<file path="src/rtl/mem_access_unit.sv">
// ---------------------------------------------------------------------------
// mem_access_unit
//   Load/store front end between the MIPS datapath and a word-wide data
//   memory. Byte addresses are turned into word-index addresses, loads are
//   lane-extracted and sign/zero extended with no latency, and sub-word
//   stores are done as a stalled read-modify-write because the memory can
//   only write whole words. Misaligned accesses are suppressed and the first
//   one is recorded.
//
// Ports
//   i_clk           system clock, rising edge
//   i_reset         synchronous active-high reset
//   i_Address       byte address from the ALU
//   i_WriteData     store data (rt), sub-word data in the low bits
//   i_MemWrite      store request
//   i_MemRead       load request
//   i_AccessSize    00 byte, 01 halfword, 10/11 word
//   i_LoadUnsigned  zero-extend sub-word loads when 1
//   i_MemReadData   combinational read word from data memory
//   o_MemAddress    word-index address to data memory
//   o_MemWriteData  word written to data memory
//   o_MemWriteEn    data memory write strobe
//   o_MemReadEn     data memory read enable
//   o_ReadData      extended load result for writeback
//   o_Stall         holds the pipeline while a sub-word store is merging
//   o_AddrError     sticky misaligned-access flag
//   o_BadAddress    byte address of the first misaligned access
// ---------------------------------------------------------------------------
module mem_access_unit #(
    parameter int          DATA_WIDTH   = 32,
    parameter logic [31:0] BASE_ADDRESS = 32'h10010000
) (
    input  logic                  i_clk,
    input  logic                  i_reset,
    input  logic [31:0]           i_Address,
    input  logic [DATA_WIDTH-1:0] i_WriteData,
    input  logic                  i_MemWrite,
    input  logic                  i_MemRead,
    input  logic [1:0]            i_AccessSize,
    input  logic                  i_LoadUnsigned,
    input  logic [DATA_WIDTH-1:0] i_MemReadData,
    output logic [31:0]           o_MemAddress,
    output logic [DATA_WIDTH-1:0] o_MemWriteData,
    output logic                  o_MemWriteEn,
    output logic                  o_MemReadEn,
    output logic [DATA_WIDTH-1:0] o_ReadData,
    output logic                  o_Stall,
    output logic                  o_AddrError,
    output logic [31:0]           o_BadAddress
);

    typedef enum logic [1:0] {
        IDLE  = 2'd0,
        MERGE = 2'd1,
        WRITE = 2'd2
    } state_t;

    state_t                r_state;
    logic [31:0]           r_addr;
    logic [15:0]           r_wdata;
    logic [1:0]            r_size;
    logic [DATA_WIDTH-1:0] r_merged;
    logic                  r_AddrError;
    logic [31:0]           r_BadAddress;

    logic                  w_isWord;
    logic                  w_isHalf;
    logic                  w_misaligned;
    logic                  w_idle;
    logic                  w_storeOk;
    logic                  w_startRmw;
    logic                  w_loadOk;
    logic [31:0]           w_selAddr;
    logic [DATA_WIDTH-1:0] w_shifted;
    logic [DATA_WIDTH-1:0] w_loadData;
    logic [DATA_WIDTH-1:0] w_mergeWord;

    // Reserved size 11 behaves as a word access.
    assign w_isWord     = i_AccessSize[1];
    assign w_isHalf     = (i_AccessSize == 2'b01);
    assign w_misaligned = (w_isHalf & i_Address[0]) | (w_isWord & (|i_Address[1:0]));

    // While reset is high the unit behaves as if idle, regardless of the
    // state register, so a pending RMW write can never escape.
    assign w_idle     = (r_state == IDLE) | i_reset;
    assign w_storeOk  = i_MemWrite & ~w_misaligned;
    assign w_startRmw = w_idle & ~i_reset & w_storeOk & ~w_isWord;
    assign w_loadOk   = i_MemRead & ~i_MemWrite & ~w_misaligned;

    // Once an RMW has started the memory address comes from the captured
    // byte address, so the pipeline inputs are free to change.
    assign w_selAddr    = w_idle ? i_Address : r_addr;
    assign o_MemAddress = BASE_ADDRESS + ((w_selAddr - BASE_ADDRESS) >> 2);

    assign o_MemWriteEn   = ~i_reset & (((r_state == IDLE) & w_storeOk & w_isWord) |
                                        (r_state == WRITE));
    assign o_MemWriteData = (r_state == WRITE) ? r_merged : i_WriteData;
    assign o_MemReadEn    = w_idle ? (i_MemRead | w_startRmw) : (r_state == MERGE);
    assign o_Stall        = w_startRmw | (~i_reset & (r_state == MERGE));
    assign o_AddrError    = r_AddrError;
    assign o_BadAddress   = r_BadAddress;

    // Load path: shift the addressed lane down to bit 0, then extend.
    assign w_shifted = i_MemReadData >> {i_Address[1:0], 3'b000};

    always_comb begin
        w_loadData = '0;
        if (w_idle && w_loadOk) begin
            case (i_AccessSize)
                2'b00:   w_loadData = {{(DATA_WIDTH-8){w_shifted[7] & ~i_LoadUnsigned}},
                                       w_shifted[7:0]};
                2'b01:   w_loadData = {{(DATA_WIDTH-16){w_shifted[15] & ~i_LoadUnsigned}},
                                       w_shifted[15:0]};
                default: w_loadData = i_MemReadData;
            endcase
        end
    end

    assign o_ReadData = w_loadData;

    // Replace the captured lane(s) of the word read back during MERGE.
    always_comb begin
        w_mergeWord = i_MemReadData;
        if (r_size == 2'b00) begin
            case (r_addr[1:0])
                2'd0:    w_mergeWord[7:0]   = r_wdata[7:0];
                2'd1:    w_mergeWord[15:8]  = r_wdata[7:0];
                2'd2:    w_mergeWord[23:16] = r_wdata[7:0];
                default: w_mergeWord[31:24] = r_wdata[7:0];
            endcase
        end else if (r_addr[1]) begin
            w_mergeWord[31:16] = r_wdata;
        end else begin
            w_mergeWord[15:0] = r_wdata;
        end
    end

    always_ff @(posedge i_clk) begin
        if (i_reset) begin
            r_state      <= IDLE;
            r_addr       <= '0;
            r_wdata      <= '0;
            r_size       <= '0;
            r_merged     <= '0;
            r_AddrError  <= 1'b0;
            r_BadAddress <= '0;
        end else begin
            case (r_state)
                IDLE: begin
                    if (w_startRmw) begin
                        r_addr  <= i_Address;
                        r_wdata <= i_WriteData[15:0];
                        r_size  <= i_AccessSize;
                        r_state <= MERGE;
                    end
                end
                MERGE: begin
                    r_merged <= w_mergeWord;
                    r_state  <= WRITE;
                end
                WRITE: begin
                    r_state <= IDLE;
                end
                default: begin
                    r_state <= IDLE;
                end
            endcase

            // Only the first misaligned access is remembered.
            if ((r_state == IDLE) && (i_MemRead || i_MemWrite) && w_misaligned &&
                !r_AddrError) begin
                r_AddrError  <= 1'b1;
                r_BadAddress <= i_Address;
            end
        end
    end

endmodule

</file>
<file path="config.mk">
export PLATFORM = sky130hd
export DESIGN_NAME = mem_access_unit
export DESIGN_NICKNAME = d
export VERILOG_FILES = /design/src/rtl/mem_access_unit.sv
export SDC_FILE = /design/constraint.sdc
export NUM_CORES = 1
export LEC_CHECK = 0
export BUFFER_PORTS_ARGS = -buffer_cell sky130_fd_sc_hd__buf_2
export CORE_MARGIN = 2
export CORE_UTILIZATION = 51
export CTS_CLUSTER_DIAMETER = 80
export CTS_CLUSTER_SIZE = 24
export DETAILED_ROUTE_END_ITERATION = 10
export GPL_TIMING_DRIVEN = 1
export PLACE_DENSITY = 0.78
export SYNTH_ARGS = -nofsm -noshare
export SYNTH_HDL_FRONTEND = slang
export SYNTH_SLANG_ARGS = --single-unit
</file>
<file path="constraint.sdc">
create_clock -name i_clk -period 7.8 [get_ports i_clk]
set_input_delay 1.56 -clock i_clk [delete_from_list [all_inputs] [get_ports i_clk]]
set_output_delay 1.56 -clock i_clk [all_outputs]
set_load 0.01 [all_outputs]
</file>
# After elaboration in Yosys (flattened, before gate mapping)
# Cells that the tools add are included.
[totals] ff_bits=117 word_cells=67
[classes] add_sub_neg=2 n_eq_ne=6 n_shift=1 mux=14 bitwise_logic=24 n_reduce_logical=13
[op_table] operator="32-bit 2-to-1 mux" count=4
[op_table] operator="32-bit case mux with 2 select lines" count=1
[op_table] operator="16-bit 2-to-1 mux" count=2
[op_table] operator="8-bit 2-to-1 mux" count=4
[op_table] operator="32-bit by 5-bit right shift with 16-bit output" count=1
[op_table] operator="32-bit by 29-bit subtractor with 32-bit output, second input constant" count=1
[op_table] operator="29-bit by 30-bit adder with 31-bit output, first input constant" count=1
[op_table] operator="1-bit bitwise AND" count=14
[op_table] operator="2-bit zero test" count=4
[op_table] operator="2-bit by 1-bit == test with 1-bit output, second input constant" count=3
[op_table] operator="1-bit NOT" count=5
[op_table] operator="1-bit OR" count=5
[op_table] operator="2-bit == test, second input constant" count=2
[op_table] operator="1-bit logical AND" count=4
[op_table] operator="2-bit case mux with 2 select lines" count=1
[op_table] operator="3-bit OR reduction" count=1
[op_table] operator="2-bit 2-to-1 mux" count=1
[op_table] operator="2-bit inequality test, second input constant" count=1
[op_table] operator="2-bit AND reduction" count=1
[op_table] operator="2-bit OR reduction" count=1
[op_table] operator="1-bit zero test" count=1
[op_table] operator="1-bit logical OR" count=1
[op_table] operator="1-bit 2-to-1 mux" count=1

# Longest topological paths before layout
# Gate-level depths: netlist of run 1.
[logic_depth] depth_word=9 ltp_mapped=15

# Worst setup path after synthesis of run 1
# OpenSTA, ideal clock, no wires.
[synth_timing] path_kind="input port to output port" start="input i_reset" end="output o_MemAddress[30]" t_arrival_ns=5.271 path_slack_ns=0.969 path_stages=14 n_path_buf=5 path_cell_list="buf_2 > o21bai_1 > clkbuf_1 > buf_1 > mux2i_1 > ha_1 > buf_4 > or4b_4 > buf_6 > o32a_4 > o32ai_4 > and2_1 > nand4_1 > a21oi_1"
[synth_via] elab_chain_len=4
[synth_rtl] element="from (decl)" line_no="34" source="input logic i_reset,"
[synth_rtl] element="1-bit OR" line_no="85" source="assign w_idle = (r_state == IDLE) | i_reset;"
[synth_rtl] element="32-bit 2-to-1 mux" line_no="92" source="assign w_selAddr = w_idle ? i_Address : r_addr;"
[synth_rtl] element="32-bit by 29-bit subtractor with 32-bit output" line_no="93" source="assign o_MemAddress = BASE_ADDRESS + ((w_selAddr - BASE_ADDRESS) >> 2);"
[synth_rtl] element="29-bit by 30-bit adder with 31-bit output" line_no="93"
[synth_rtl] element="to (decl)" line_no="42" source="output logic [31:0] o_MemAddress,"
# No other way between the ends.

# Final worst setup path of run 1
[layout_timing] start="input i_reset" end="output o_ReadData[26]"
[layout_via] elab_chain_len=3
[layout_rtl] element="1-bit OR" line_no="85"
[layout_rtl] element="1-bit logical AND" line_no="108" source="if (w_idle && w_loadOk) begin"
[layout_rtl] element="32-bit 2-to-1 mux" line_no="108"
[layout_rtl] element="to (decl)" line_no="46" source="output logic [DATA_WIDTH-1:0] o_ReadData,"
# No other way between the ends.

==> results of run 1 <==
[cells by family after synthesis]
| kind of cell | after synthesis | share of synthesized area |
|---|---|---|
| buf+inv | 107 | 0.0616 |
| mux | 62 | 0.0962 |
| fa+ha+maj | 2 | 0.00357 |
| compound gates | 236 | 0.222 |
| xor+xnor | 27 | 0.0337 |
| other cells | 1 | 0.000535 |
| simple gates | 406 | 0.248 |
| flops | 117 | 0.334 |
[metal layers]
metal  routed length, um  global-route usage
met2               10900               0.493
met4                 805               0.157
met3                1720              0.0555
met1                9370               0.393
met5                   0                   0
[flip-flops by register name, summed over array words and instances, names as in the netlist]
register,flops
o_AddrError,1
o_BadAddress,32
r_addr,32
r_merged,32
r_size,2
r_state,2
r_wdata,16
[power groups by stage]
stage / logic, mW / registers (mW) / clock network (mW)
after floorplan: 0.193 / 0.658 / 0
after global placement: 0.313 / 0.658 / 0
after detailed placement: 0.317 / 0.659 / 0
after CTS: 0.319 / 0.646 / 0.868
after global routing: 0.351 / 0.650 / 0.900
final: 0.321 / 0.647 / 0.865
[cells in the final DEF, fill, tap and decap left out, types with 3 or more instances in the layout]
master,count
a211oi_1,17
a21boi_0,3
a21oi_1,81
a22oi_1,18
a311oi_1,9
a31oi_1,5
and2_1,3
buf_2,233
buf_4,10
bufinv_16,4
clkbuf_16,17
clkbuf_8,6
dfxtp_1,117
inv_1,25
mux2_2,33
mux2i_1,28
nand2_1,249
nand2b_1,14
nand3_1,18
nand4_1,3
nor2_1,68
nor2b_1,5
nor3_1,18
nor3b_1,3
o211ai_1,55
o21ai_0,21
o21ai_1,3
o22ai_1,9
o31ai_1,3
or4_1,5
xnor2_1,18
xor2_1,9
[stage by stage]
| stage | power [mW] | hold WS [ns] | worst slack (ns) |
|---|---|---|---|
| final | 1.83 | 0.449 | 1.51 |
| after global routing | 1.90 | 0.464 | 1.30 |
| after CTS | 1.83 | 0.451 | 1.56 |
| after detailed placement | 0.975 | 0.443 | 1.58 |
| after global placement | 0.971 | 0.437 | 1.64 |
| after floorplan | 0.851 | 0.429 | 0.969 |
[final cells by class]
cell class / count / area, um2 / area share
Clock inverter: 7 / 140 / 0.0159
Timing Repair Buffer: 243 / 1240 / 0.141
Inverter: 26 / 97.6 / 0.0111
Clock buffer: 25 / 515 / 0.0584
Tap cell: 176 / 220 / 0.0249
Sequential cell: 117 / 2340 / 0.265
Multi-Input combinational cell: 734 / 4270 / 0.484
[worst min path at each step]
stage	startpoint	to	slack (ns)	cells after the start
2_1_floorplan	r_merged[10]	r_merged[10]	0.43	2
4_1_cts	o_BadAddress[2]	o_BadAddress[2]	0.45	2
6_report	o_BadAddress[2]	o_BadAddress[2]	0.45	2
3_5_place_dp	r_merged[14]	r_merged[14]	0.44	2
5_1_grt	o_BadAddress[25]	o_BadAddress[25]	0.46	2
3_3_place_gp	r_merged[12]	r_merged[12]	0.44	2
[worst max-delay path, delay by kind of cell]
kind | cells | cell delay (ns)
AO/OA/AOI/OAI | 2 | 0.78
buffers and inverters | 3 | 0.87
AND/OR/NAND/NOR | 2 | 1.44
==> flow_metrics.py, run 1 <==
metrics = {
    "detailed_routing": {
        "drc": 0,
        "dr_total_vias": 7671,
        "drt-initial-drc-count": 928,
        "wl_um": 22800,
        "wire_per_inst_um": 17.2,
        "final_antenna_net_count": 0,
        "vias_per_cell": 5.78,
        "detail_route.first_pass.iterations": 6,
    },
    "clock_network": {
        "clkTransAtPathRegs_ns": 0.05,
        "clock_sinks": 117,
        "post_cts_resize_count": 0,
        "post_cts_setup_driven_buffer_insertion_count": 0,
        "cts-buffers-inserted": 17,
        "cts.path.max_buffers": 2,
        "clk-insertion-delay-late_ns": 0.42,
        "tritoncts": "built",
        "ctsRootBufferMaster": "clkbuf_16",
        "h-tree-depth": 4,
        "post_cts_hold_buffer_count": 0,
    },
    "setup_path": {
        "setup.worst_path.start": "i_reset",
        "worst_r2r_endpoint": "r_merged[26]",
        "cpMostUsedCell": "buf_2",
        "length_in_cells_of_the_worst_reg_to_reg_path": 6,
        "cp-endpoint": "o_ReadData[26]",
        "worst_setup_path_end_kind": "primary output",
        "critical_path.cell_chain": "buf_2 -> buf_4 -> o21ba_2 -> or4b_2 -> nand2b_1 -> a21oi_1 -> buf_2",
        "worst_ep_required_time_ns": 6.24,
        "crit_path_max_incr_delay_ns": 0.94,
        "setup.reg_to_reg.worst_slack_ns": 5.66,
        "timing.rr.start": "r_size[1]",
        "type_of_the_setup_path_with_the_least_slack": "in2out",
        "cp_data_arrival_time_ns": 4.73,
        "worst_path_max_delay_cell": "or4b_2",
        "critical_path.max_fanout": 73,
        "cp-start-kind": "primary input",
    },
    "placement": {
        "port_buffers": 233,
        "numPlacedInstances": 1296,
        "placed_area_um2": 8170,
        "dp_hpwl_um": 16200,
        "gp_routability_congestion": 0.946,
    },
    "power_and_ir_drop": {
        "clockPowerShare": 0.472,
        "power.combinational.fraction": 0.175,
        "leakagePower_nw": 4.11,
        "switching_share": 0.272,
        "power_spent_charging_and_discharging_nets_mw": 0.498,
        "power.internal_mw": 1.34,
        "max-vdd-ir-drop_uv": 154,
        "power.share.sequential": 0.353,
        "p_per_area_nw_per_um2": 208,
    },
    "global_route": {
        "grt_pass1_wl_um": 36000,
        "global_route.usage.total": 0.307,
        "grt_max_degree": 74,
        "grt_antenna_before_repair": 0,
        "first_global_vias": 7171,
        "grt_remaining_overflow": 0,
    },
    "yosys": {
        "leading_cell_types_by_count_after_synthesis": "nand2_1 (249), dfxtp_1 (117), a21oi_1 (81), nor2_1 (69), clkbuf_1 (60)",
        "avgSynthCellArea_um2": 7.32,
        "postSynthCellCount": 958,
        "ys.warnings.count": 0,
        "biggest_area_contributors_in_the_synthesized_netlist": "dfxtp_1 (33%), nand2_1 (13%), o211ai_1 (5.9%), a21oi_1 (5.8%), mux2_2 (5.3%)",
        "syn_nets": 1063,
        "post-synth-top-count-cell": "nand2_1",
        "library_cell_with_the_largest_summed_area_after_synthesis": "dfxtp_1",
        "postSynth.topFlopCell": "dfxtp_1",
        "post_synth_num_cell_types": 61,
        "syn-cell-area_um2": 7010,
        "synth-seq-cells": 117,
        "async_reset_ff_frac": 0,
        "synth_enable_flop_cells": 0,
        "post-synth-top-area-fraction": 0.334,
        "synth-seq-area-share": 0.334,
    },
    "worst_hold_path": {
        "hold_path.class": "reg2reg",
    },
    "layout": {
        "insertedDiodeCount": 0,
        "stdcell_area_um2": 8830,
        "nNetsFinal": 1244,
        "layout-drive-gt1-share": 0.282,
        "post-route-util": 0.661,
        "syn_to_final_growth_pct": 25.9,
        "filler_cell_count": 1224,
        "layout.cells.non_filler": 1328,
    },
    "status": {
        "outcome": "complete, no violations",
    },
    "floorplan": {
        "floorplan.die_area_um2": 14700,
        "chipWidth_um": 121,
        "std_cell_rows": 42,
        "core_um2": 13300,
        "initial_core_util": 0.525,
        "i_o_pin_count": 235,
        "die_height_um": 121,
    },
    "sta": {
        "setup_total_negative_slack_ns": 0,
        "setup_repair_after_global_routing_missed_its_margin": "false",
        "hold_violations": 0,
        "slew-limit-headroom": 0.316,
        "layout_min_cycle_time_ns": 6.29,
        "final.period_utilization": 0.807,
        "report.final.slew_viol_count": 0,
        "max_clock_freq_mhz": 159,
        "max_slew.worst_pin.slew_ns": 1.03,
        "fin_worst_skew_ns": 0.0107,
        "finalSetupViolCount": 0,
    },
    "flow_run": {
        "max_cap_violations": 0,
    },
}
(Power assumes the default switching activity.)
==> run 2: changes to the inputs <==
==> constraint.sdc (replaced) <==
create_clock -name i_clk -period 5.9 [get_ports i_clk]
set_input_delay 1.18 -clock i_clk [delete_from_list [all_inputs] [get_ports i_clk]]
set_output_delay 1.18 -clock i_clk [all_outputs]
set_load 0.01 [all_outputs]
==> flow_metrics.py, run 2 (same netlist as run 1, synthesis figures left out) <==
metrics = {
    "setup_path": {
        "critical_path.max_fanout": 11,
        "type_of_the_setup_path_with_the_least_slack": "in2out",
        "cp-start-kind": "primary input",
        "worst_ep_required_time_ns": 4.72,
        "worst_setup_path_end_kind": "primary output",
        "cp_data_arrival_time_ns": 4.19,
    },
    "clock_network": {
        "post_cts_setup_driven_buffer_insertion_count": 0,
        "tritoncts": "built",
        "clock_sinks": 117,
        "clkTransAtPathRegs_ns": 0.06,
        "cts-buffers-inserted": 17,
        "post_cts_hold_buffer_count": 0,
        "clk-insertion-delay-late_ns": 0.41,
        "post_cts_resize_count": 0,
        "ctsRootBufferMaster": "clkbuf_16",
        "cts.path.max_buffers": 2,
        "h-tree-depth": 4,
    },
    "sta": {
        "fin_worst_skew_ns": 0.00629,
        "slew-limit-headroom": 0.295,
        "setup_total_negative_slack_ns": 0,
        "report.final.slew_viol_count": 0,
        "layout_min_cycle_time_ns": 5.37,
        "final.period_utilization": 0.909,
        "hold_violations": 0,
        "max_slew.worst_pin.slew_ns": 1.06,
        "finalSetupViolCount": 0,
        "setup_repair_after_global_routing_missed_its_margin": "false",
        "max_clock_freq_mhz": 186,
    },
    "layout": {
        "layout.cells.most_common_list": "nand2_1 (249), buf_2 (233), dfxtp_1 (117)",
        "filler_cell_count": 1195,
        "nNetsFinal": 1245,
        "syn_to_final_growth_pct": 25.4,
        "final_common_cell": "nand2_1",
        "stdcell_area_um2": 8790,
        "post-route-util": 0.659,
        "layout-drive-gt1-share": 0.281,
    },
    "floorplan": {
        "core_um2": 13300,
        "std_cell_rows": 42,
        "chipWidth_um": 121,
        "die_height_um": 121,
        "i_o_pin_count": 235,
        "initial_core_util": 0.525,
        "floorplan.die_area_um2": 14700,
    },
    "global_route": {
        "global_route.usage.total": 0.308,
        "grt_pass1_wl_um": 36000,
        "first_global_vias": 6943,
        "grt_remaining_overflow": 0,
        "grt_antenna_before_repair": 1,
        "grt_max_degree": 74,
    },
    "placement": {
        "dp_hpwl_um": 16000,
        "port_buffers": 233,
        "placed_area_um2": 8180,
        "gp_routability_congestion": 0.908,
    },
    "power_and_ir_drop": {
        "power.combinational.fraction": 0.180,
        "leakagePower_nw": 4.09,
        "p_per_area_nw_per_um2": 267,
        "power.internal_mw": 1.70,
        "power_spent_charging_and_discharging_nets_mw": 0.653,
        "clockPowerShare": 0.456,
        "power.share.sequential": 0.364,
        "switching_share": 0.278,
        "max-vdd-ir-drop_uv": 187,
    },
    "detailed_routing": {
        "drt-initial-drc-count": 1100,
        "dr_total_vias": 7590,
        "final_antenna_net_count": 0,
        "detail_route.first_pass.iterations": 5,
        "wire_per_inst_um": 17.2,
        "drc": 0,
        "wl_um": 22800,
        "vias_per_cell": 5.71,
    },
    "worst_hold_path": {
        "hold_path.class": "reg2reg",
    },
    "flow_run": {
        "max_cap_violations": 0,
    },
    "status": {
        "outcome": "complete, no violations",
    },
}
-- run 2: worst max-delay path: stages --
cell	delay [ns]
buf_2	0.11
o21bai_4	0.19
mux2i_1	0.27
ha_1	0.42
nor4b_2	0.54
nand2b_1	0.13
xnor2_1	0.14
o21ai_1	0.25
nor3b_2	0.40
nand4_1	0.21
a21oi_1	0.18
buf_2	0.14
-- run 2: power by group through the flow --
| stage | sequential, mW | clock (mW) | combinational, mW |
|---|---|---|---|
| after floorplan | 0.869 | 0 | 0.255 |
| after global placement | 0.870 | 0 | 0.415 |
| after detailed placement | 0.871 | 0 | 0.418 |
| after CTS | 0.854 | 1.08 | 0.421 |
| after global routing | 0.859 | 1.12 | 0.465 |
| final | 0.855 | 1.07 | 0.424 |
-- run 2: routing by layer --
metal,wire (um),vias to the layer above,track usage
li1,-,3687,-
met4,619,0,0.116
met1,9350,3466,0.400
met2,11000,378,0.499
met5,0,-,0
met3,1830,59,0.0691
-- run 2: final cells by class --
class | instances | area [um2] | area share
Timing Repair Buffer | 244 | 1250 | 0.142
Tap cell | 176 | 220 | 0.0250
Inverter | 26 | 97.6 | 0.0111
Sequential cell | 117 | 2340 | 0.266
Clock inverter | 7 | 120 | 0.0137
Multi-Input combinational cell | 734 | 4270 | 0.486
Clock buffer | 24 | 492 | 0.0559
Antenna cell | 1 | 2.50 | 0.000285
-- run 2: worst paths after layout --
kind	start	endpoint	slack (ns)	cells past startpoint
hold reg to reg	o_BadAddress[21]	o_BadAddress[21]	0.45	2
setup reg to reg	r_size[1]	r_merged[17]	3.61	5
setup / recovery	i_reset	o_MemAddress[30]	0.53	12
hold / removal	o_BadAddress[21]	o_BadAddress[21]	0.45	2
-- run 2: through the flow --
stage	std cells	hold WS (ns)	worst slack, ns	power, mW
2_1_floorplan	958	0.429	0.0639	1.12
3_3_place_gp	1297	0.437	0.624	1.29
3_5_place_dp	1297	0.444	0.585	1.29
4_1_cts	1328	0.450	0.583	2.35
5_1_grt	1329	0.467	0.261	2.44
6_report	1329	0.450	0.534	2.35
